`config.mk`:
```
export PLATFORM = sky130hd
export DESIGN_NAME = prog_loader
export DESIGN_NICKNAME = d
export VERILOG_FILES = /design/src/rtl/prog_loader.sv
export SDC_FILE = /design/constraint.sdc
export NUM_CORES = 1
export LEC_CHECK = 0
export ABC_AREA = 1
export CAP_MARGIN = 20
export CORE_MARGIN = 10
export CORE_UTILIZATION = 54
export CTS_CLUSTER_DIAMETER = 120
export CTS_CLUSTER_SIZE = 28
export DETAILED_ROUTE_END_ITERATION = 10
export HOLD_SLACK_MARGIN = 0.08
export PLACE_DENSITY_LB_ADDON = 0.2
export SYNTH_ARGS = -nofsm -noshare
export SYNTH_HDL_FRONTEND = slang
export SYNTH_SLANG_ARGS = --single-unit
```
`constraint.sdc`:
```
create_clock -name clk -period 3.28 [get_ports clk]
set_clock_uncertainty 0.15 [all_clocks]
set_input_delay 0.492 -clock clk [delete_from_list [all_inputs] [get_ports clk]]
set_output_delay 0.492 -clock clk [all_outputs]
set_load 0.005 [all_outputs]
```
`src/rtl/prog_loader.sv`:
```
// Program loader: streams machine-code words into instruction ROM from address 0,
// holds the core in reset while loading, then runs it until its done flag.
module prog_loader #(
    parameter int D = 12,
    parameter int W = 9
) (
    input  logic         clk,
    input  logic         reset,
    input  logic         start,
    input  logic         in_valid,
    input  logic [W-1:0] in_data,
    input  logic         in_last,
    output logic         in_ready,
    output logic         rom_we,
    output logic [D-1:0] rom_addr,
    output logic [W-1:0] rom_wdat,
    output logic         cpu_reset,
    input  logic         cpu_done,
    output logic         busy,
    output logic         run_done,
    output logic         err_ovf,
    output logic [D-1:0] loaded_cnt
);

    localparam logic [2:0] S_IDLE    = 3'd0;
    localparam logic [2:0] S_LOAD    = 3'd1;
    localparam logic [2:0] S_RELEASE = 3'd2;
    localparam logic [2:0] S_RUN     = 3'd3;
    localparam logic [2:0] S_FAULT   = 3'd4;

    // Highest legal write address; the all-ones address is the core's done PC.
    localparam logic [D-1:0] PTR_LIMIT = {{(D-1){1'b1}}, 1'b0};

    logic [2:0]   state;
    logic [2:0]   state_next;
    logic [D-1:0] ptr;
    logic         xfer;
    logic         restart;

    assign in_ready = (state == S_LOAD);
    assign busy     = (state == S_LOAD) || (state == S_RELEASE) || (state == S_RUN);
    assign xfer     = in_valid && in_ready;
    assign restart  = start && ((state == S_IDLE) || (state == S_FAULT));

    // NOTE: every variable assigned in always_comb gets a default first, so no latch is inferred.
    always_comb begin
        state_next = state;
        case (state)
            S_IDLE:    if (start) state_next = S_LOAD;
            S_LOAD: begin
                if (xfer) begin
                    if (in_last)
                        state_next = S_RELEASE;
                    else if (ptr == PTR_LIMIT)
                        state_next = S_FAULT;
                end
            end
            S_RELEASE: state_next = S_RUN;
            S_RUN:     if (cpu_done) state_next = S_IDLE;
            S_FAULT:   if (start) state_next = S_LOAD;
            default:   state_next = S_IDLE;
        endcase
    end

    // NOTE: sequential state uses non-blocking assignments so all registers update from pre-edge values.
    always_ff @(posedge clk or negedge reset) begin
        if (!reset) begin
            state      <= S_IDLE;
            ptr        <= '0;
            loaded_cnt <= '0;
            rom_we     <= 1'b0;
            rom_addr   <= '0;
            rom_wdat   <= '0;
            cpu_reset  <= 1'b1;
            run_done   <= 1'b0;
            err_ovf    <= 1'b0;
        end else begin
            state     <= state_next;
            cpu_reset <= (state_next != S_RUN);
            run_done  <= (state == S_RUN) && cpu_done;
            rom_we    <= xfer;

            if (restart) begin
                ptr        <= '0;
                loaded_cnt <= '0;
                err_ovf    <= 1'b0;
            end

            if (xfer) begin
                rom_addr   <= ptr;
                rom_wdat   <= in_data;
                ptr        <= ptr + 1'b1;
                loaded_cnt <= loaded_cnt + 1'b1;
            end

            if (state_next == S_FAULT && state == S_LOAD)
                err_ovf <= 1'b1;
        end
    end

endmodule

```
==> run metrics, run 1 <==
fraction of layout cells with a size suffix above 1 under 10%; Worst Path Required between 3 and 4 ns; max-cap violations 0; slowest CP cell inv_2; setup violators final 0; Post-Syn Area per Cell 8.16 um^2; Die W approximately 87 um; final hold slack about 0.33 ns; fin. max-slew vios 0; hpwl dp approximately 3.9 mm; Placer Congestion ~0.83; top-count cell post-synth nand2_1; PD cells 639 nW/um^2; Final min period 2.15 ns; Layout fillers ~360; I/O pin count between 50 and 60; Die H between 80 and 90 um; count of final hold-check violations 0; worst path bufs/invs 2; RSZ-0062 raised after global routing false; Yosys warnings 0; delay-heaviest family, CP buffers and inverters; Antenna Nets Post-Route 0; register area share after synthesis a little over half; first-pass GRT wire length roughly 9.3 mm; synth unique cells 30; outcome completed; fin nets between 300 and 400; Max FO, Critical Path 33; Total Wirelength 5.47 mm; setup bufs post-CTS 0; worst r2r src state[2]; Critical Path, Cell by Cell clkdlybuf4s50_1, nand3_2, inv_2, nand3_1, nor2_1, a21oi_1; Synthesized Nets roughly 310; Clock transition at path regs 0.09 ns; Comb pwr share between 30% and 40%; Switch Pwr between 600 and 700 uW; Hold WC Path Type flip-flop to flip-flop; Post-synth EDFFs 0; sum of negative setup slack 0 ns; htree depth 2; top post-synthesis cells by area dfrtp_1 53%, nand2_1 18%, nor2_1 3.9%; reg2reg path depth 6; DRC viols 0; critical path's largest stage delay about 0.55 ns; routed vias/inst roughly 5.2; largest area contributor in the netlist dfrtp_1; Root Buffer clkbuf_8; Syn-to-layout area delta 27.3%; reg2reg setup slack around 1.3 ns; Internal ~1.3 mW; Yosys top cell area share between 50 and 60%; final period utilization around 66%; clock sink total 52; ant diodes 0; critical path capture point type flip-flop; cells after synthesis ~300; largest net degree at the start of global routing 35; Synth Cell Area 2410 um^2; hold_sp rom_addr[7]; vias about 2100; CP Class primary input to flip-flop; vias in the first global route roughly 2100; Starting Density 55.7%; Remaining Overflow, GRT 0; Port Buffer Count 53; First-pass DRT Iterations 4; Critical R2R Capture loaded_cnt[5]; CTS max path bufs 2; most frequent cells after synthesis 113 x nand2_1, 51 x dfrtp_1, 25 x nor2_1; Core Box Area between 4000 and 5000 um^2; Hold Path End rom_addr[7]; worst-skew pair later-pin latency 0.31 ns; DRT iter0 DRCs between 150 and 200; top_reg_cell synth dfrtp_1; #FFs+latches synth 52; Critical Path AT about 2.2 ns; Worst Max-Slew Pin Slew ~0.55 ns; hold depth 2; Clock power frac between 15 and 20%; switch share 34.1%; CTS tree done; sequential fraction of design power a little under half; Rel. slew slack between 60 and 70%; Static Leak 1.39 nW; async set-reset flop share out of synthesis 100%; FMAX between 400 and 500 MHz; row cnt 24; multi-input logic area approximately 960 um^2; crit path launch type primary input; sequential standard cell area between 1000 and 1500 um^2; DR WL/cell roughly 14 um; antenna violations before repair 0; full die area 7530 um^2; Num CTS Buffers 5; total track usage approximately 15%; Peak VDD IR between 300 and 400 uV
area by class of cell:
class	count	share of cell area, %
Sequential cell	52	42.5
Multi-Input combinational cell	209	31.2
Timing Repair Buffer	56	18.0
Inverter	26	3.18
Clock buffer	7	2.82
Tap cell	52	2.12
Clock inverter	1	0.245
tightest hold or removal path: stages (launching register included):
cell	delay [ns]
dfrtp_1	0.35
nand2_1	0.05
nand2_1	0.05
logic make-up after synthesis:
logic type / after synthesis / share of synthesized area, %
AND/OR/NAND/NOR: 164 / 28.2
AO/OA/AOI/OAI: 41 / 9.62
XOR/XNOR: 1 / 0.364
buffers and inverters: 34 / 6.18
flip-flops: 52 / 54.1
adder cells (fa/ha/maj): 3 / 1.56
cell usage in the layout, fill, tap and decap left out, drive strengths merged, types with 2 or more instances in the layout:
cell,netlist,routed
ha,3,3
o21ai,23,23
clkbuf,1,7
nor2,30,30
inv,26,26
a21oi,9,9
buf,7,3
dfrtp,51,51
o21bai,3,3
nor3,2,2
nand4,4,4
nand2,113,113
nand3,13,13
clkdlybuf4s50,0,52
state kept, by name, summed over array words and instances (netlist names):
register	count
loaded_cnt	12
ptr	12
cpu_reset	1
state	3
rom_addr	12
rom_wdat	9
rom_we	1
err_ovf	1
run_done	1
power groups by stage:
stage	combinational [mW]	clock (mW)	sequential (mW)
floorplan	0.335	0	0.906
global placement	0.674	0	0.907
detailed placement	0.690	0	0.912
CTS	0.695	0.387	0.902
global route	0.778	0.417	0.923
finish	0.678	0.379	0.901
through the flow:
step                cells  total power, mW  cell area, um^2  setup slack [ns]  util [%]
floorplan             295             1.24             2410              1.93         -
global placement      394             1.58             2960             0.835      68.5
detailed placement    394             1.60             2960             0.802      68.5
CTS                   403             1.98             3070              1.12      70.9
global route          403             2.12             3070              1.00      70.9
finish                403             1.96             3070              1.13      70.9
per-layer routing:
layer | up-vias | track usage (%) | wire [um]
met1 | 1000 | 17.3 | 2370
met2 | 59 | 24.6 | 2570
met5 | - | 0 | 0
li1 | 1042 | - | -
met4 | 0 | 4.42 | 57
met3 | 6 | 6.00 | 471
what timing repair did:
action                                 4_1_cts  5_1_grt
hold buffers                                 1        0
endpoints found under the hold margin       17        0
resized for setup                            0        0
worst max-delay path by stage:
stage / endpoint / from / cells past startpoint
detailed placement: loaded_cnt[5] / in_valid / 6
finish: loaded_cnt[5] / in_valid / 6
floorplan: loaded_cnt[10] / loaded_cnt[0] / 8
CTS: loaded_cnt[5] / in_valid / 6
global placement: loaded_cnt[5] / in_valid / 6
global route: loaded_cnt[5] / in_valid / 6
Power figures use the tool's default switching activity.
==> run 2: changes to the inputs <==
- CORE_UTILIZATION: 54 -> 50
- clock period: 3.28 -> 2.15 ns (I/O delays scaled with it)
==> run 2 against run 1 <==
Net effect:
- combinational power increased by 61%
- total power increased by 53%
- die area increased by 6.1%
- global-route usage increased by 0.17 points
- sequential power increased by 52%
- cell count increased by 1.2%
- clock power increased by 41%
- hold slack improved by 0.0017 ns
- setup slack got worse by 0.94 ns
- non-clock buffer count increased by 4
- highest routed layer unchanged
==> run metrics, run 2 (same netlist as run 1, synthesis figures left out) <==
fin nets 372 (+1.1%); worst r2r src state[2]; antenna violations before repair 0 (unchanged); Port Buffer Count 53 (unchanged); Largest regs loaded_cnt: 12 flops, ptr: 12 flops, rom_addr: 12 flops; Worst Max-Slew Pin Slew 0.326 ns (-0.225 ns); Hold WC Path Type flip-flop to flip-flop; Core Box Area 4690 um^2 (+8.5%); max-cap violations 0 (unchanged); Worst Path Required 1.68 ns (-1.65 ns); Inst Count DP 400 (+1.5%); delay-heaviest family, CP buffers and inverters; htree depth 2 (unchanged); worst-skew pair later-pin latency 0.31 ns (about the same); most frequent cells in the layout 113 x nand2_1, 52 x clkdlybuf4s50_1, 51 x dfrtp_1; DRT iter0 DRCs 112 (-32%); Remaining Overflow, GRT 0 (unchanged); Starting Density 51.3% (-4.4 points); Rel. slew slack 78.2% (+15 points); first-pass GRT wire length 9.56 mm (+2.8%); FMAX slightly above 500 MHz; slowest CP cell clkdlybuf4s50_1; Die H 89.4 um (+3.0%); Max FO, Critical Path 3 (-91%); worst setup path start state[2]; Final Worst Setup Slack 0.183 ns (-0.943 ns); Syn-to-layout area delta 28.5%; total power 2.99 mW (+53%); Final min period roughly 2.0 ns; CTS max path bufs 2 (unchanged); ant diodes 0 (unchanged); First-pass DRT Iterations 4 (unchanged); post-cts resize count 0 (unchanged); worst path bufs/invs 2 (unchanged); Num CTS Buffers 5 (unchanged); pre-CTS WS 0.327 ns (-0.474 ns); Antenna Nets Post-Route 0 (unchanged); full die area 7990 um^2 (+6.1%); RSZ-0062 raised after global routing false; final period utilization around nine tenths; DR WL/cell 13.7 um (+1.2%); sequential standard cell area 1300 um^2 (unchanged); PD cells 967 nW/um^2 (+51%); setup violators final 0 (unchanged); critical path capture point type primary output; routed vias/inst 5.14 (-1.6%); Static Leak 1.41 nW (+1.5%); Root Buffer clkbuf_8; crit path launch type flip-flop; fraction of layout cells with a size suffix above 1 7.34% (+0.79 points); multi-input logic area 956 um^2 (unchanged); vias 2099 (-0.38%); hold_sp rom_wdat[5]; fin. max-slew vios 0 (unchanged); hpwl dp 4.01 mm (+1.7%); Post-Layout Cell Count 408 (+1.2%); Total Wirelength 5.60 mm (+2.5%); largest net degree at the start of global routing 53 (+51%); Clock transition at path regs 0.09 ns (about the same); total track usage 15.1% (+0.17 points); sum of negative setup slack 0 ns (unchanged); DRC viols 0 (unchanged); setup bufs post-CTS 0 (unchanged); most common cell after layout, fill and taps aside nand2_1; Critical Path AT 1.49 ns (-0.71 ns); CP Class flip-flop to primary output; Die W 89.4 um (+3.0%); I/O pin count 54 (unchanged); critical path's largest stage delay 0.49 ns (-0.06 ns); clock sink total 52 (unchanged); CTS tree done; row cnt 25 (+4.2%); Critical Path, Cell by Cell nor2_2, nand2_1, inv_1, clkdlybuf4s50_1; Placer Congestion 0.818 (-1.0%); Peak VDD IR 589 uV (+49%); outcome completed; final hold slack 0.336 ns (+0.00168 ns); Layout fillers 406 (+12%); vias in the first global route 2098 (+2.1%); count of final hold-check violations 0 (unchanged)
[run 2: layout make-up]
class | count | area share [%]
sequential | 52 | 42.1
tap | 54 | 2.18
inverter | 26 | 3.15
clock inverter | 1 | 0.162
clock buffer | 6 | 2.35
multi-input combinational | 209 | 30.9
timing repair buffer | 60 | 19.2
[run 2: final timing paths]
check | end | slack [ns] | cells past startpoint
worst max register to register | ptr[9] | 0.58 | 7
max in group asynchronous | cpu_reset | 1.20 | 3
worst min register to register | rom_wdat[5] | 0.34 | 2
min in group asynchronous | run_done | 0.38 | 3
worst max-delay path | in_ready | 0.18 | 4
worst min-delay path | rom_wdat[5] | 0.34 | 2
[run 2: stage by stage]
step                util, %  cell area [um^2]
finish                 65.9              3090
global route           65.9              3090
CTS                    65.9              3090
detailed placement     64.1              3010
global placement       64.1              3010
floorplan                 -              2410
[run 2: power breakdown]
group          total, mW  internal [mW]  leakage, nW  switching [mW]
Clock              0.533          0.222       0.0410           0.310
Sequential          1.37           1.20        0.696           0.170
Combinational       1.09          0.540        0.671           0.546
[run 2: what timing repair did]
action	4_1_cts	5_1_grt
endpoints found under the hold margin	51	0
hold buffers	1	0
endpoints found under the setup margin	0	0
[run 2: routing by layer]
layer  GRT usage (%)  wire, um
met3            5.38       475
met1            18.0      2510
met2            24.5      2540
met4            5.20        78
met5               0         0
[run 2: tightest hold or removal path: cells and delay by family, from the launching register on]
family           cells  cell delay (ns)
flip-flops           1             0.35
AND/OR/NAND/NOR      2             0.11
